**src/rtl/nes_controller_responder.sv**
```systemverilog
// nes_controller_responder: CD4021-style NES/SNES pad emulator; latches a button word, shifts it out LSB first.
// Optional turbo on buttons A/B is compiled in when NES_TURBO_EN is defined.
module nes_controller_responder #(
    parameter int   NUM_BITS     = 8,
    parameter int   SYNC_STAGES  = 2,
    parameter logic TAIL_LEVEL   = 1'b1
`ifdef NES_TURBO_EN
    ,
    parameter int   TURBO_PERIOD = 4
`endif
) (
    input  logic                clk,
    input  logic                rst_n,
    input  logic [NUM_BITS-1:0] buttons,
    input  logic                nes_latch,
    input  logic                nes_clk,
`ifdef NES_TURBO_EN
    input  logic [1:0]          turbo_mask,
`endif
    output logic                nes_data,
    output logic                busy,
    output logic                poll_done
);

    localparam int CW = $clog2(NUM_BITS + 1);

    localparam logic [1:0] S_IDLE  = 2'd0;
    localparam logic [1:0] S_LOAD  = 2'd1;
    localparam logic [1:0] S_SHIFT = 2'd2;
    localparam logic [1:0] S_DONE  = 2'd3;

    logic [SYNC_STAGES-1:0] latch_sync;
    logic [SYNC_STAGES-1:0] clk_sync;
    logic                   latch_d;
    logic                   clk_d;
    logic                   latch_s;
    logic                   clk_s;
    logic                   latch_fall;
    logic                   clk_rise;

    logic [1:0]             state;
    logic [NUM_BITS-1:0]    shift_reg;
    logic [NUM_BITS-1:0]    shifted;
    logic [NUM_BITS-1:0]    eff_buttons;
    logic [CW-1:0]          count;

    // Both host lines are asynchronous to clk; the extra flop after each chain feeds edge detection.
    always_ff @(posedge clk or negedge rst_n) begin
        if (!rst_n) begin
            latch_sync <= '0;
            clk_sync   <= '0;
            latch_d    <= 1'b0;
            clk_d      <= 1'b0;
        end else begin
            // NOTE: non-blocking assignments make every stage sample the previous stage's old value.
            latch_sync <= {latch_sync[SYNC_STAGES-2:0], nes_latch};
            clk_sync   <= {clk_sync[SYNC_STAGES-2:0], nes_clk};
            latch_d    <= latch_s;
            clk_d      <= clk_s;
        end
    end

    assign latch_s    = latch_sync[SYNC_STAGES-1];
    assign clk_s      = clk_sync[SYNC_STAGES-1];
    assign latch_fall = latch_d & ~latch_s;
    assign clk_rise   = clk_s & ~clk_d;

`ifdef NES_TURBO_EN
    localparam int PW = $clog2(2 * TURBO_PERIOD);

    logic [PW-1:0] poll_cnt;
    logic          turbo_on;

    always_ff @(posedge clk or negedge rst_n) begin
        if (!rst_n) begin
            poll_cnt <= '0;
        end else if (latch_fall) begin
            poll_cnt <= (poll_cnt == PW'(2 * TURBO_PERIOD - 1)) ? '0 : poll_cnt + PW'(1);
        end
    end

    assign turbo_on = (poll_cnt < PW'(TURBO_PERIOD));

    // Turbo-masked A/B are forced released during the second half of each turbo cycle.
    always_comb begin
        eff_buttons    = buttons;
        eff_buttons[0] = buttons[0] & (turbo_on | ~turbo_mask[0]);
        eff_buttons[1] = buttons[1] & (turbo_on | ~turbo_mask[1]);
    end
`else
    assign eff_buttons = buttons;
`endif

    assign shifted = shift_reg >> 1;

    always_ff @(posedge clk or negedge rst_n) begin
        if (!rst_n) begin
            state     <= S_IDLE;
            shift_reg <= '0;
            count     <= '0;
            nes_data  <= TAIL_LEVEL;
            poll_done <= 1'b0;
        end else begin
            poll_done <= 1'b0;
            // A high latch always wins: it aborts any poll and discards a coincident clock edge.
            if (latch_s) begin
                state     <= S_LOAD;
                shift_reg <= eff_buttons;
                count     <= '0;
                nes_data  <= ~eff_buttons[0];
            end else begin
                case (state)
                    S_LOAD: begin
                        if (latch_fall) begin
                            state <= S_SHIFT;
                            count <= '0;
                        end
                    end
                    S_SHIFT: begin
                        if (clk_rise) begin
                            shift_reg <= shifted;
                            if (count == CW'(NUM_BITS - 1)) begin
                                state     <= S_DONE;
                                count     <= CW'(NUM_BITS);
                                nes_data  <= TAIL_LEVEL;
                                poll_done <= 1'b1;
                            end else begin
                                count    <= count + CW'(1);
                                nes_data <= ~shifted[0];
                            end
                        end
                    end
                    default: begin
                        nes_data <= TAIL_LEVEL;
                    end
                endcase
            end
        end
    end

    assign busy = (state == S_LOAD) || (state == S_SHIFT);

endmodule

```
**config.mk**
```make
export PLATFORM = sky130hd
export DESIGN_NAME = nes_controller_responder
export DESIGN_NICKNAME = d
export VERILOG_FILES = /design/src/rtl/nes_controller_responder.sv
export SDC_FILE = /design/constraint.sdc
export NUM_CORES = 1
export LEC_CHECK = 0
export CAP_MARGIN = 20
export CORE_MARGIN = 5
export CORE_UTILIZATION = 55
export CTS_CLUSTER_SIZE = 30
export DETAILED_ROUTE_END_ITERATION = 12
export HOLD_SLACK_MARGIN = 0.06
export PLACE_DENSITY = 0.79
export SYNTH_ARGS = -nofsm -noshare
export SYNTH_HDL_FRONTEND = slang
export SYNTH_SLANG_ARGS = --single-unit
```
**constraint.sdc**
```tcl
create_clock -name clk -period 2.8 [get_ports clk]
set_clock_uncertainty 0.2 [all_clocks]
set_input_delay 0.42 -clock clk [delete_from_list [all_inputs] [get_ports clk]]
set_output_delay 0.42 -clock clk [all_outputs]
set_load 0.02 [all_outputs]
```
* Yosys cells after proc, flatten, opt, wreduce, memory -nomap -nowiden
Index checks and enable logic that the tools add are counted.
** Storage, ports and cells
- Logic and storage cells :: 52
- Output and inout bits :: 3
- Register bits :: 22
- ROM bits :: 0
- Latch bits :: 0
- Bits of input ports :: 12
- RAM bits :: 0
- Memories :: 0
** Cells by class
- Bitwise operators :: 6
- Add/subtract/negate cells :: 1
- Multiplexer cells :: 21
- $lt $le $gt $ge :: 0
- Reductions and logical operators :: 8
- Divide/modulo/power cells :: 0
- Shift operators :: 0
- Multiply operators :: 0
- Equality and inequality tests :: 7
** Operator list (count)
- 8-bit two-way mux :: 3
- 4-bit two-way mux :: 4
- 3-bit != test, second input constant :: 3
- 2-bit two-way mux :: 4
- 4-bit one-hot mux with 2 select lines :: 1
- 1-bit two-way mux :: 7
- 4-bit by 1-bit adder with 4-bit output, second input constant :: 1
- 4-bit by 3-bit == test with 1-bit output, second input constant :: 1
- 1-bit inverter :: 4
- 2-bit one-hot mux with 2 select lines :: 1
- 2-bit AND reduction :: 2
- 4-bit AND reduction :: 1
- 2-bit nonzero test :: 2
- 3-bit AND reduction :: 1
- 3-bit nonzero test :: 1
- 1-bit AND :: 2
- 2-bit by 1-bit == test with 1-bit output, second input constant :: 1
- 2-bit == test, second input constant :: 1
- 2-bit != test, second input constant :: 1
- 1-bit one-hot mux with 2 select lines :: 1
- 1-bit logical OR :: 1

* Depth between registers and ports, before layout
- Depth in word-level cells :: 5
- Depth in mapped cells :: 7

* Worst setup path before layout
Ideal clock, no wire load.
- Kind :: reg-to-reg
- Start point :: register state[0]
- End point :: register count[0]
- Setup time :: 125 ps
- Arrival :: 1348 ps
- Stages on the path, launching flop included :: 8
- Slack :: 1127 ps
- Clock period less this slack :: 1673 ps
- Path through :: dfrtp_1 > inv_1 > ha_1 > buf_6 > nand2b_4 > a22oi_4 > nor2_2 > mux2_4
** Between the ends
- Word-level cells in the longest chain between the ends :: 3
- Elaborated cells between the ends (all ways) :: 8
- Classes of those cells :: 4 x eq/ne; 2 x mux; 2 x reduce/logical
** RTL lines
- from (decl) :: line 41 : logic [1:0] state;
- from (signal assigned) :: line 98 : state <= S_IDLE;
- from (signal assigned) :: line 107 : state <= S_LOAD;
- from (signal assigned) :: line 115 : state <= S_SHIFT;
- 2-bit == test / 2-bit by 1-bit == test with 1-bit output (equally long branches) :: line 112 : case (state)
- 3-bit != test (no line), or another cell as far along
- 3-bit AND reduction (no line) / 4-bit two-way mux (equally long branches)
- to (signal assigned) :: line 124 : count <= CW'(NUM_BITS);
- to (signal assigned) :: line 128 : count <= count + CW'(1);
- to (decl) :: line 45 : logic [CW-1:0] count;
Several ways; a longest one is shown, not always the timed one.
A chain may end at the register's enable or synchronous reset.

* Worst setup path after layout
- Start point :: register state[0]
- End point :: output busy
** Between the ends
- Word-level cells in the longest chain between the ends :: 2
- Elaborated cells between the ends (all ways) :: 3
- Classes of those cells :: 2 x eq/ne; 1 x reduce/logical
** RTL lines
- 2-bit by 1-bit == test with 1-bit output / 2-bit == test (equally long branches) :: line 141 : assign busy = (state == S_LOAD) || (state == S_SHIFT);
- 1-bit logical OR (*) :: line 141
- to (decl) :: line 21 : output logic busy,
Mark *: on every way between the ends. The rest lies on a longest branch, timed or not.

==> run summary <==
Status - finished clean
Inserted Clock Buffers - 3
Area of the multi-input gates - 403 sq um
CTS Hold Bufs - 0
Final wirelength - 1.56 mm
Number of I/O pins - 15
CP cell instances - inv_1, ha_1, inv_1, clkdlybuf4s50_1
Bufs and invs on worst path - 3
Pwr/cell area - 507 mW/mm^2
Clk_lat worst skew - 300 ps
Flop pwr share - 0.575
CTS root buffer - clkbuf_4
Period utilisation layout - 0.828
Number of flip-flops under the largest register name - 7
Post-DP HPWL - 1.13 mm
Headroom to the max-slew limit - 0.696
Ys async rst share - 1.00
Syn_nets - 99
Slew Viols, Final - 0
Area leader, netlist - dfrtp_1
# nets final - 116
Synth Instances - 84
# port buffers - 14
Top FF cell, synth - dfrtp_1
Cell-internal power - 432 uW
Minimum clock period - 2320 ps
CTS resizes - 0
Grt ovf - 0
Initial antenna violation count - 0
Synth warn - 0
Vias per cell - 5.08
CP top delay family - buffers and inverters
Register cell area after layout - 527 sq um
CP Launch Type - flip-flop
Post-synth EDFFs - 0
Chip width - 51.9 microns
Top cells by count, synth - dfrtp_1 (20), nand2_1 (10), mux2i_1 (7), o21ai_0 (7)
Worst EP required - 2180 ps
Yosys top cell area share - 0.517
Top cells by area, synth - dfrtp_1 (52%), mux2i_1 (7.2%), ha_1 (3.9%), nand2_1 (3.9%), o21ai_0 (3.6%)
Final setup viols - 0
Avg Cell Area, Syn - 11.5 sq um
Leakage - 0.000548 uW
Least-Margin Pin Slew - 456 ps
Gpl congestion - 0.764
Post-DRT Antenna Nets - 0
Row count - 15
Chip Height - 51.9 microns
Post-route core utilization - 0.676
Max FO, Critical Path - 4
Area growth from synthesis to final layout - 19.4%
Register area share after synthesis - 0.545
Cell with the most instances after synthesis - dfrtp_1
CTS tree - done
Setup TNS - 0 ps
Unrepaired setup endpoints after global routing - false
Die area - 0.00270 sq mm
Wire per inst - 12.4 microns
CP max stage cell - clkdlybuf4s50_1
Final hold vios - 0
Logic pwr share - 0.183
Filler instances - 133
Crit path kind - flip-flop to output port
Most frequent CP cell - inv_1
Core area - 0.00171 sq mm
Hold Worst Slack - 158 ps
Diode count - 0
Max Clock Freq - 431 MHz
GRT Overall Usage - 0.134
Global-route wire length before repair - 2.68 mm
Power Total - 586 uW
DR DRC count - 0
Max Cap Violations - 0
P_sw - 153 uW
1st-iter DRT viols - 8
Slowest stage delay, CP - 590 ps
Clock Path Buffers - 2
Worst vdd ir - 0.000311 V
Initial Util - 0.566
CTS Sinks - 21
CP arrival - 1700 ps
Vias in the first global route - 639
Number of distinct library cells after synthesis - 29
First-pass DRT Iterations - 4
Setup crit end kind - output port
H-tree lvl count - 1
Net Sw Frac - 0.262
Largest net degree at the start of global routing - 26
Clock power frac - 0.243
HP Class - flip-flop to flip-flop
Worst-path clk slew - 120 ps
Post-CTS Setup Inserts - 0
Via count - 635
Synthesized area - 967 sq um
FF+latch count, synth - 21
Layout cells sized above 1 - 0.120
-- cell usage in the layout (no fill, tap or decap) --
cell             synthesis  final
dfrtp_1                 20     20
clkdlybuf4s50_1          0     14
nand2_1                 10     10
o21ai_0                  7      7
mux2i_1                  7      7
nand3b_1                 4      4
a21oi_1                  4      4
inv_1                    3      3
nor2_1                   3      3
ha_1                     3      3
clkbuf_4                 0      3
nand2b_4                 2      2
o22a_1                   2      2
buf_4                    1      2
nor3_1                   1      1
a22oi_4                  1      1
nand4_1                  1      1
a211o_1                  1      1
nand3_1                  1      1
a211oi_1                 1      1
nand2b_1                 1      1
nand4b_1                 1      1
a31oi_1                  1      1
and2_1                   1      1
nor2_2                   1      1
mux2_4                   1      1
nor2b_1                  1      1
o31ai_1                  1      1
clkinv_2                 0      1
dfstp_2                  1      1
-- power by group through the flow --
| stage | Combinational, uW | Sequential, uW | Clock [uW] |
|---|---|---|---|
| global placement | 106 | 342 | 0 |
| CTS | 109 | 337 | 146 |
| global route | 118 | 339 | 158 |
| finish | 107 | 337 | 142 |
| detailed placement | 108 | 343 | 0 |
| floorplan | 63.9 | 342 | 0 |
-- area by class of cell --
class                   instances  area share
clock buffers                   3      0.0195
clock inverters                 1     0.00433
inverters                       3     0.00975
multi-input cells              56       0.349
flip-flops and latches         21       0.456
well taps                      25      0.0271
repair buffers                 16       0.134
-- routing by layer --
metal,share of wire,vias to the layer above,track usage
met4,0.0084,0,0.0655
met3,0.059,2,0.0401
met2,0.47,14,0.220
met5,0,-,0
li1,-,323,-
met1,0.46,296,0.159
-- stage by stage --
stage               worst slack (ps)  instance area [sq um]  instances
detailed placement               816                   1130        121
finish                           482                   1150        125
CTS                              474                   1150        125
global placement                 839                   1130        121
global route                     409                   1150        125
floorplan                       1130                    967         84
-- cell families (layout without fill, tap and decap cells) --
family / Yosys count / in the layout / share of synthesized area
mux: 8 / 8 / 0.0880
fa+ha+maj: 3 / 3 / 0.0388
buf+inv: 7 / 23 / 0.0388
flops: 21 / 21 / 0.545
compound gates: 18 / 18 / 0.128
simple gates: 27 / 27 / 0.162
-- final timing paths --
| path | startpoint | endpoint | slack [ps] | depth (start not counted) |
|---|---|---|---|---|
| worst max-delay path | state[0] | busy | 480 | 4 |
| worst min-delay path | clk_sync[0] | clk_sync[1] | 160 | 0 |
| worst max register to register | state[0] | shift_reg[6] | 790 | 5 |
| worst min register to register | clk_sync[0] | clk_sync[1] | 160 | 0 |
| max in group asynchronous | rst_n | nes_data | 1890 | 2 |
| min in group asynchronous | rst_n | state[0] | 250 | 2 |
Note: power is estimated with default switching activity, not from simulation.
